<file path="config.mk">
export PLATFORM = sky130hd
export DESIGN_NAME = smz_crypt_engine
export DESIGN_NICKNAME = d
export VERILOG_FILES = /design/src/rtl/smz_crypt_engine.sv
export SDC_FILE = /design/constraint.sdc
export NUM_CORES = 1
export LEC_CHECK = 0
export CAP_MARGIN = 25
export CORE_AREA = 2 2 246 248
export CTS_CLUSTER_SIZE = 28
export DETAILED_ROUTE_END_ITERATION = 10
export DIE_AREA = 0 0 248 250
export GPL_TIMING_DRIVEN = 0
export PLACE_DENSITY = 0.67
export SKIP_LAST_GASP = 1
export SLEW_MARGIN = 25
export SYNTH_ARGS = -nofsm -noshare
export SYNTH_HDL_FRONTEND = slang
export SYNTH_SLANG_ARGS = --single-unit
</file>
<file path="constraint.sdc">
create_clock -name clk -period 7.7 [get_ports clk]
set_clock_uncertainty 0.05 [all_clocks]
set_input_delay 0.77 -clock clk [delete_from_list [all_inputs] [get_ports clk]]
set_output_delay 0.77 -clock clk [all_outputs]
set_load 0.05 [all_outputs]
</file>
<file path="src/rtl/smz_crypt_engine.sv">
`default_nettype none
// ============================================================================
// Module      : smz_crypt_engine
// Description : Multi-region XOR crypt layer between the picorv32 native
//               memory bus and system memory, with iterative keystream.
// Revision    : 1.0 - initial release
// ============================================================================
module smz_crypt_engine #(
    parameter int NUM_REGIONS = 4,
    parameter int ROUNDS      = 4
) (
    input  logic                      clk,
    input  logic                      reset,
    input  logic                      cpu_mem_valid,
    output logic                      cpu_mem_ready,
    input  logic [31:0]               cpu_mem_addr,
    input  logic [31:0]               cpu_mem_wdata,
    input  logic [3:0]                cpu_mem_wstrb,
    output logic [31:0]               cpu_mem_rdata,
    output logic                      mem_valid,
    input  logic                      mem_ready,
    output logic [31:0]               mem_addr,
    output logic [31:0]               mem_wdata,
    output logic [3:0]                mem_wstrb,
    input  logic [31:0]               mem_rdata,
    input  logic [32*NUM_REGIONS-1:0] region_base,
    input  logic [32*NUM_REGIONS-1:0] region_size,
    input  logic [NUM_REGIONS-1:0]    region_en,
    input  logic [32*NUM_REGIONS-1:0] region_key,
    output logic [3:0]                hit_region,
    output logic [31:0]               secure_count
);

    localparam logic [1:0] c_IDLE   = 2'd0;
    localparam logic [1:0] c_KEYGEN = 2'd1;
    localparam logic [1:0] c_MEM    = 2'd2;
    localparam logic [1:0] c_RESP   = 2'd3;
    localparam int         c_CNT_W  = 5;

    logic [1:0]          r_state, w_state_nxt;
    logic [31:0]         r_addr, r_wdata, r_key, r_ks;
    logic [3:0]          r_wstrb;
    logic [c_CNT_W-1:0]  r_cnt;
    logic                r_secure;

    logic                r_mem_valid, r_cpu_ready;
    logic [31:0]         r_cpu_rdata, r_mem_addr, r_mem_wdata;
    logic [3:0]          r_mem_wstrb, r_hit_region;
    logic [31:0]         r_secure_count;

    logic [NUM_REGIONS-1:0] w_hit;
    logic                w_any_hit;
    logic [3:0]          w_hit_idx;
    logic [31:0]         w_key;
    logic [31:0]         w_ks_round;
    logic                w_accept, w_kg_done, w_mem_done, w_resp;

    // Offset compare makes windows that wrap past 2^32 behave correctly.
    genvar gi;
    generate
        for (gi = 0; gi < NUM_REGIONS; gi++) begin : g_region
            logic [31:0] w_base, w_size, w_off;
            assign w_base    = region_base[32*gi +: 32];
            assign w_size    = region_size[32*gi +: 32];
            assign w_off     = cpu_mem_addr - w_base;
            assign w_hit[gi] = region_en[gi] && (cpu_mem_addr >= w_base) && (w_off < w_size);
        end
    endgenerate

    // Descending scan so the lowest matching index is the one left standing.
    always_comb begin
        w_any_hit = 1'b0;
        w_hit_idx = 4'hF;
        w_key     = '0;
        for (int i = NUM_REGIONS - 1; i >= 0; i--) begin
            if (w_hit[i]) begin
                w_any_hit = 1'b1;
                w_hit_idx = 4'(i);
                w_key     = region_key[32*i +: 32];
            end
        end
    end

    assign w_ks_round = {r_ks[30:0], r_ks[31]} ^ r_key;

    always_ff @(posedge clk) begin
        if (reset) r_state <= c_IDLE;
        else       r_state <= w_state_nxt;
    end

    always_comb begin
        w_state_nxt = r_state;
        case (r_state)
            c_IDLE:   if (cpu_mem_valid) w_state_nxt = w_any_hit ? c_KEYGEN : c_MEM;
            c_KEYGEN: if (r_cnt <= c_CNT_W'(1)) w_state_nxt = c_MEM;
            c_MEM:    if (mem_ready) w_state_nxt = c_RESP;
            c_RESP:   w_state_nxt = c_IDLE;
            default:  w_state_nxt = c_IDLE;
        endcase
    end

    always_comb begin
        w_accept   = (r_state == c_IDLE) && cpu_mem_valid;
        w_kg_done  = (r_state == c_KEYGEN) && (r_cnt <= c_CNT_W'(1));
        w_mem_done = (r_state == c_MEM) && mem_ready;
        w_resp     = (r_state == c_RESP);
    end

    always_ff @(posedge clk) begin
        if (reset) begin
            r_addr         <= '0;
            r_wdata        <= '0;
            r_wstrb        <= '0;
            r_key          <= '0;
            r_ks           <= '0;
            r_cnt          <= '0;
            r_secure       <= 1'b0;
            r_mem_valid    <= 1'b0;
            r_cpu_ready    <= 1'b0;
            r_cpu_rdata    <= '0;
            r_mem_addr     <= '0;
            r_mem_wdata    <= '0;
            r_mem_wstrb    <= '0;
            r_hit_region   <= 4'hF;
            r_secure_count <= '0;
        end else begin
            if (w_accept) begin
                r_addr       <= cpu_mem_addr;
                r_wdata      <= cpu_mem_wdata;
                r_wstrb      <= cpu_mem_wstrb;
                r_key        <= w_key;
                r_secure     <= w_any_hit;
                r_hit_region <= w_hit_idx;
                if (w_any_hit) begin
                    r_ks  <= cpu_mem_addr ^ w_key;
                    r_cnt <= c_CNT_W'(ROUNDS);
                end else begin
                    r_ks        <= '0;
                    r_mem_valid <= 1'b1;
                    r_mem_addr  <= cpu_mem_addr;
                    r_mem_wdata <= cpu_mem_wdata;
                    r_mem_wstrb <= cpu_mem_wstrb;
                end
            end
            if (r_state == c_KEYGEN) begin
                r_ks  <= w_ks_round;
                r_cnt <= r_cnt - c_CNT_W'(1);
                if (w_kg_done) begin
                    r_mem_valid <= 1'b1;
                    r_mem_addr  <= r_addr;
                    r_mem_wdata <= r_wdata ^ w_ks_round;
                    r_mem_wstrb <= r_wstrb;
                end
            end
            if (w_mem_done) begin
                r_cpu_rdata <= mem_rdata ^ r_ks;
                r_mem_valid <= 1'b0;
                r_cpu_ready <= 1'b1;
            end
            if (w_resp) begin
                r_cpu_ready <= 1'b0;
                if (r_secure && (r_secure_count != 32'hFFFF_FFFF))
                    r_secure_count <= r_secure_count + 32'd1;
            end
        end
    end

    assign cpu_mem_ready = r_cpu_ready;
    assign cpu_mem_rdata = r_cpu_rdata;
    assign mem_valid     = r_mem_valid;
    assign mem_addr      = r_mem_addr;
    assign mem_wdata     = r_mem_wdata;
    assign mem_wstrb     = r_mem_wstrb;
    assign hit_region    = r_hit_region;
    assign secure_count  = r_secure_count;

endmodule
`default_nettype wire
</file>
==> reports/metrics.cfg <==
[layout]
syn2layout_area_growth_pct = 36.9
final_cell_mix = clkdlybuf4s50_1 (615), inv_1 (358), a21oi_1 (294)
design_area_mm2 = 0.0321
layout_commonest_cell = clkdlybuf4s50_1
final_cells = 4549
layout.nets = 4484
final_layout_size_suffix_gt1_share_pct = 3.09

[worst_setup_path]
cpPeakStageDelay_ns = 0.76
setup.worst_path.start_class = input pin
worstSetupStartpoint = cpu_mem_addr[7]
crit_fanout = 10
required_ns = 8.04
endpoint_kind = register
crit_type = input pin to register
r2r_start = secure_count[0]$_SDFFE_PP0P_
slowest_stage = clkdlybuf4s50_1
arrival_ns = 7.73

[synthesis]
seq_area_frac_synth_pct = 23.7
syn_inst = 3060
ys_ff_latch = 277
synth_enable_flop_cells = 0
synth_top_flop_cell = dfxtp_1
syn_avg_cell_area_um2 = 7.65
syn_area_mm2 = 0.0234
yosysUniqueCellTypes = 80
syn-num-nets = 3816
async_reset_ff_share_pct = 0
yosysWarnings = 0

[timing]
clock.fmax_ghz = 0.135
relSlewSlack_pct = 33.6
finalHoldViolCount = 0
holdWs_ns = 0.405
worst_pin_slew_ns = 0.995
post-route-min-period_ns = 7.39
drv_slew = 0
post-route-period-util_pct = 95.9
layout_setup_ws_ns = 0.314
finalSetupViolCount = 0

[floorplanning]
die_w_um = 248
chipHeight_um = 250
fp.coreArea_mm2 = 0.0596
die-area_mm2 = 0.0620
ioPinCount = 630
start_util_pct = 39.3
rows = 90

[global_routing]
gr-usage-met1_pct = 39.0
grt_pass1_vias = 23656
grtUsageMet3_pct = 5.56
grt_pass1_wl_mm = 144
grt_util_met2_pct = 51.3
grt_max_degree = 14
grt_antenna_before_repair = 15
gr-total-overflow = 0
grt-busiest-layer = met2
grtUsageTotal_pct = 30.6

[clock_network]
cts_inserted_buffers = 34
worstSkewPairLatency_ns = 0.55
cts_hold_buf = 0
cts_buffer_depth = 3
tritoncts = done
cts_root_buf = clkbuf_16
clkSinkCount = 277
h-tree-depth = 2
clk_pin_slew_ns = 0.06

[place]
place_area_mm2 = 0.0307
place.gp.congestion = 0.943
place_ws_ns = -1.05
dp.cells = 4472
numPortBuffers = 628
detailed_place_hpwl_mm = 78.9

[power]
p_per_area_mw_per_mm2 = 252
peakVddDrop_v = 0.000312
leakage_nw = 14.0

[detailed_routing]
drt_iter0_drc = 1756
vias = 24697
drc = 0
wirelength_mm = 98.1
wl_per_cell_um = 21.6
drtAntennaViolNets = 0
viasPerCell = 5.43
first_pass_iters = 5

[job]
maxCapViolations = 0

[run_status]
status = finished, final reports clean

[worst_hold_path]
min_path_type = register to register
holdCritStartpoint = r_addr[2]$_SDFFE_PP0P_

metal layers:
layer / vias up / part of all wire (%)
met1: 11495 / 42
met2: 930 / 47
met4: 6 / 3.7
met3: 174 / 7.5
li1: 12092 / -
met5: - / 0.042
power by group:
group	internal [W]	switching [W]	total [W]	leakage [nW]
Clock	0.00108	0.000663	0.00174	0.594
Sequential	0.00177	0.000226	0.00200	2.26
Combinational	0.00166	0.00268	0.00434	11.2
worst paths after layout:
kind | endpoint | slack [ns] | depth (start not counted)
setup reg to reg | secure_count[27]$_SDFFE_PP0P_ | 4.56 | 12
hold reg to reg | r_addr[2]$_SDFFE_PP0P_ | 0.40 | 2
setup / recovery | r_ks[13]$_SDFFE_PP0P_ | 0.31 | 26
hold / removal | r_addr[2]$_SDFFE_PP0P_ | 0.40 | 2
sequential cells by signal, summed over array words and instances, names as in the netlist:
name,cells
r_cnt,5
r_secure,1
mem_addr,32
mem_wstrb,4
r_wdata,32
r_ks,32
hit_region,3
secure_count,32
r_wstrb,4
cpu_mem_rdata,32
r_addr,32
r_key,32
mem_valid,1
cpu_mem_ready,1
mem_wdata,32
r_state,2
synthesized netlist by cell type, types with 5 or more instances:
library cell,count,share of area (%)
and2_1,44,1.2
nand2b_1,52,1.4
nand3_1,49,1.0
inv_1,359,5.8
a221oi_1,5,0.19
and4_1,7,0.26
xor2_1,76,2.8
mux2i_1,72,3.1
o21bai_1,16,0.51
and3_1,84,2.2
o31ai_1,6,0.19
o221ai_1,36,1.3
buf_12,8,0.68
buf_2,7,0.15
ha_1,260,14
xnor2_1,150,5.6
o21ai_0,82,1.8
a21oi_1,295,6.3
a21boi_0,6,0.19
a221o_1,34,1.5
nor4_1,12,0.32
a211o_1,41,1.5
nand4_1,51,1.4
nor2b_1,28,0.75
o21a_1,30,0.96
nor2_1,263,4.2
nor3_1,28,0.60
dfxtp_1,277,24
clkbuf_1,114,1.8
nand2_1,249,4.0
or3_1,12,0.32
a211oi_1,109,3.5
a21o_1,57,1.8
o211ai_1,10,0.32
a31oi_1,50,1.3
cell families after synthesis:
logic type               synth area share, %
AO/OA/AOI/OAI                           23.5
AND/OR/NAND/NOR                         18.4
adder cells (fa/ha/maj)                 14.2
flip-flops                              23.7
buffers and inverters                   8.56
XOR/XNOR                                8.45
multiplexers                            3.13
critical path, delay by kind of cell:
| family | cells | cell delay (ns) |
|---|---|---|
| compound gates | 9 | 2.39 |
| buf+inv | 5 | 1.73 |
| fa+ha+maj | 2 | 0.88 |
| simple gates | 10 | 1.96 |
cell type report:
| cell class | instances | area [um^2] |
|---|---|---|
| clock buffer | 53 | 1050 |
| clock inverter | 9 | 169 |
| timing repair buffer | 634 | 6330 |
| sequential | 277 | 5550 |
| tap | 782 | 978 |
| multi-input combinational | 2289 | 15900 |
| buffer | 133 | 661 |
| inverter | 359 | 1350 |
| fill | 5814 | 27500 |
| antenna | 13 | 32.5 |
metrics by stage:
stage                     total power (W)  TNS (ns)  util [%]
after floorplan                   0.00474         0         -
after global placement            0.00626    -86.69      51.5
after detailed placement          0.00630    -85.09      51.5
after CTS                         0.00806   -0.0124      53.6
after global routing              0.00852    -0.325      53.8
final                             0.00808         0      53.8
what timing repair did:
item | CTS | global route
pin swaps | 0 | 1
setup buffers | 0 | 4
endpoints found under the setup margin | 64 | 134
gates resized for setup | 12 | 33
No activity file was read; power rests on OpenSTA's default activity.
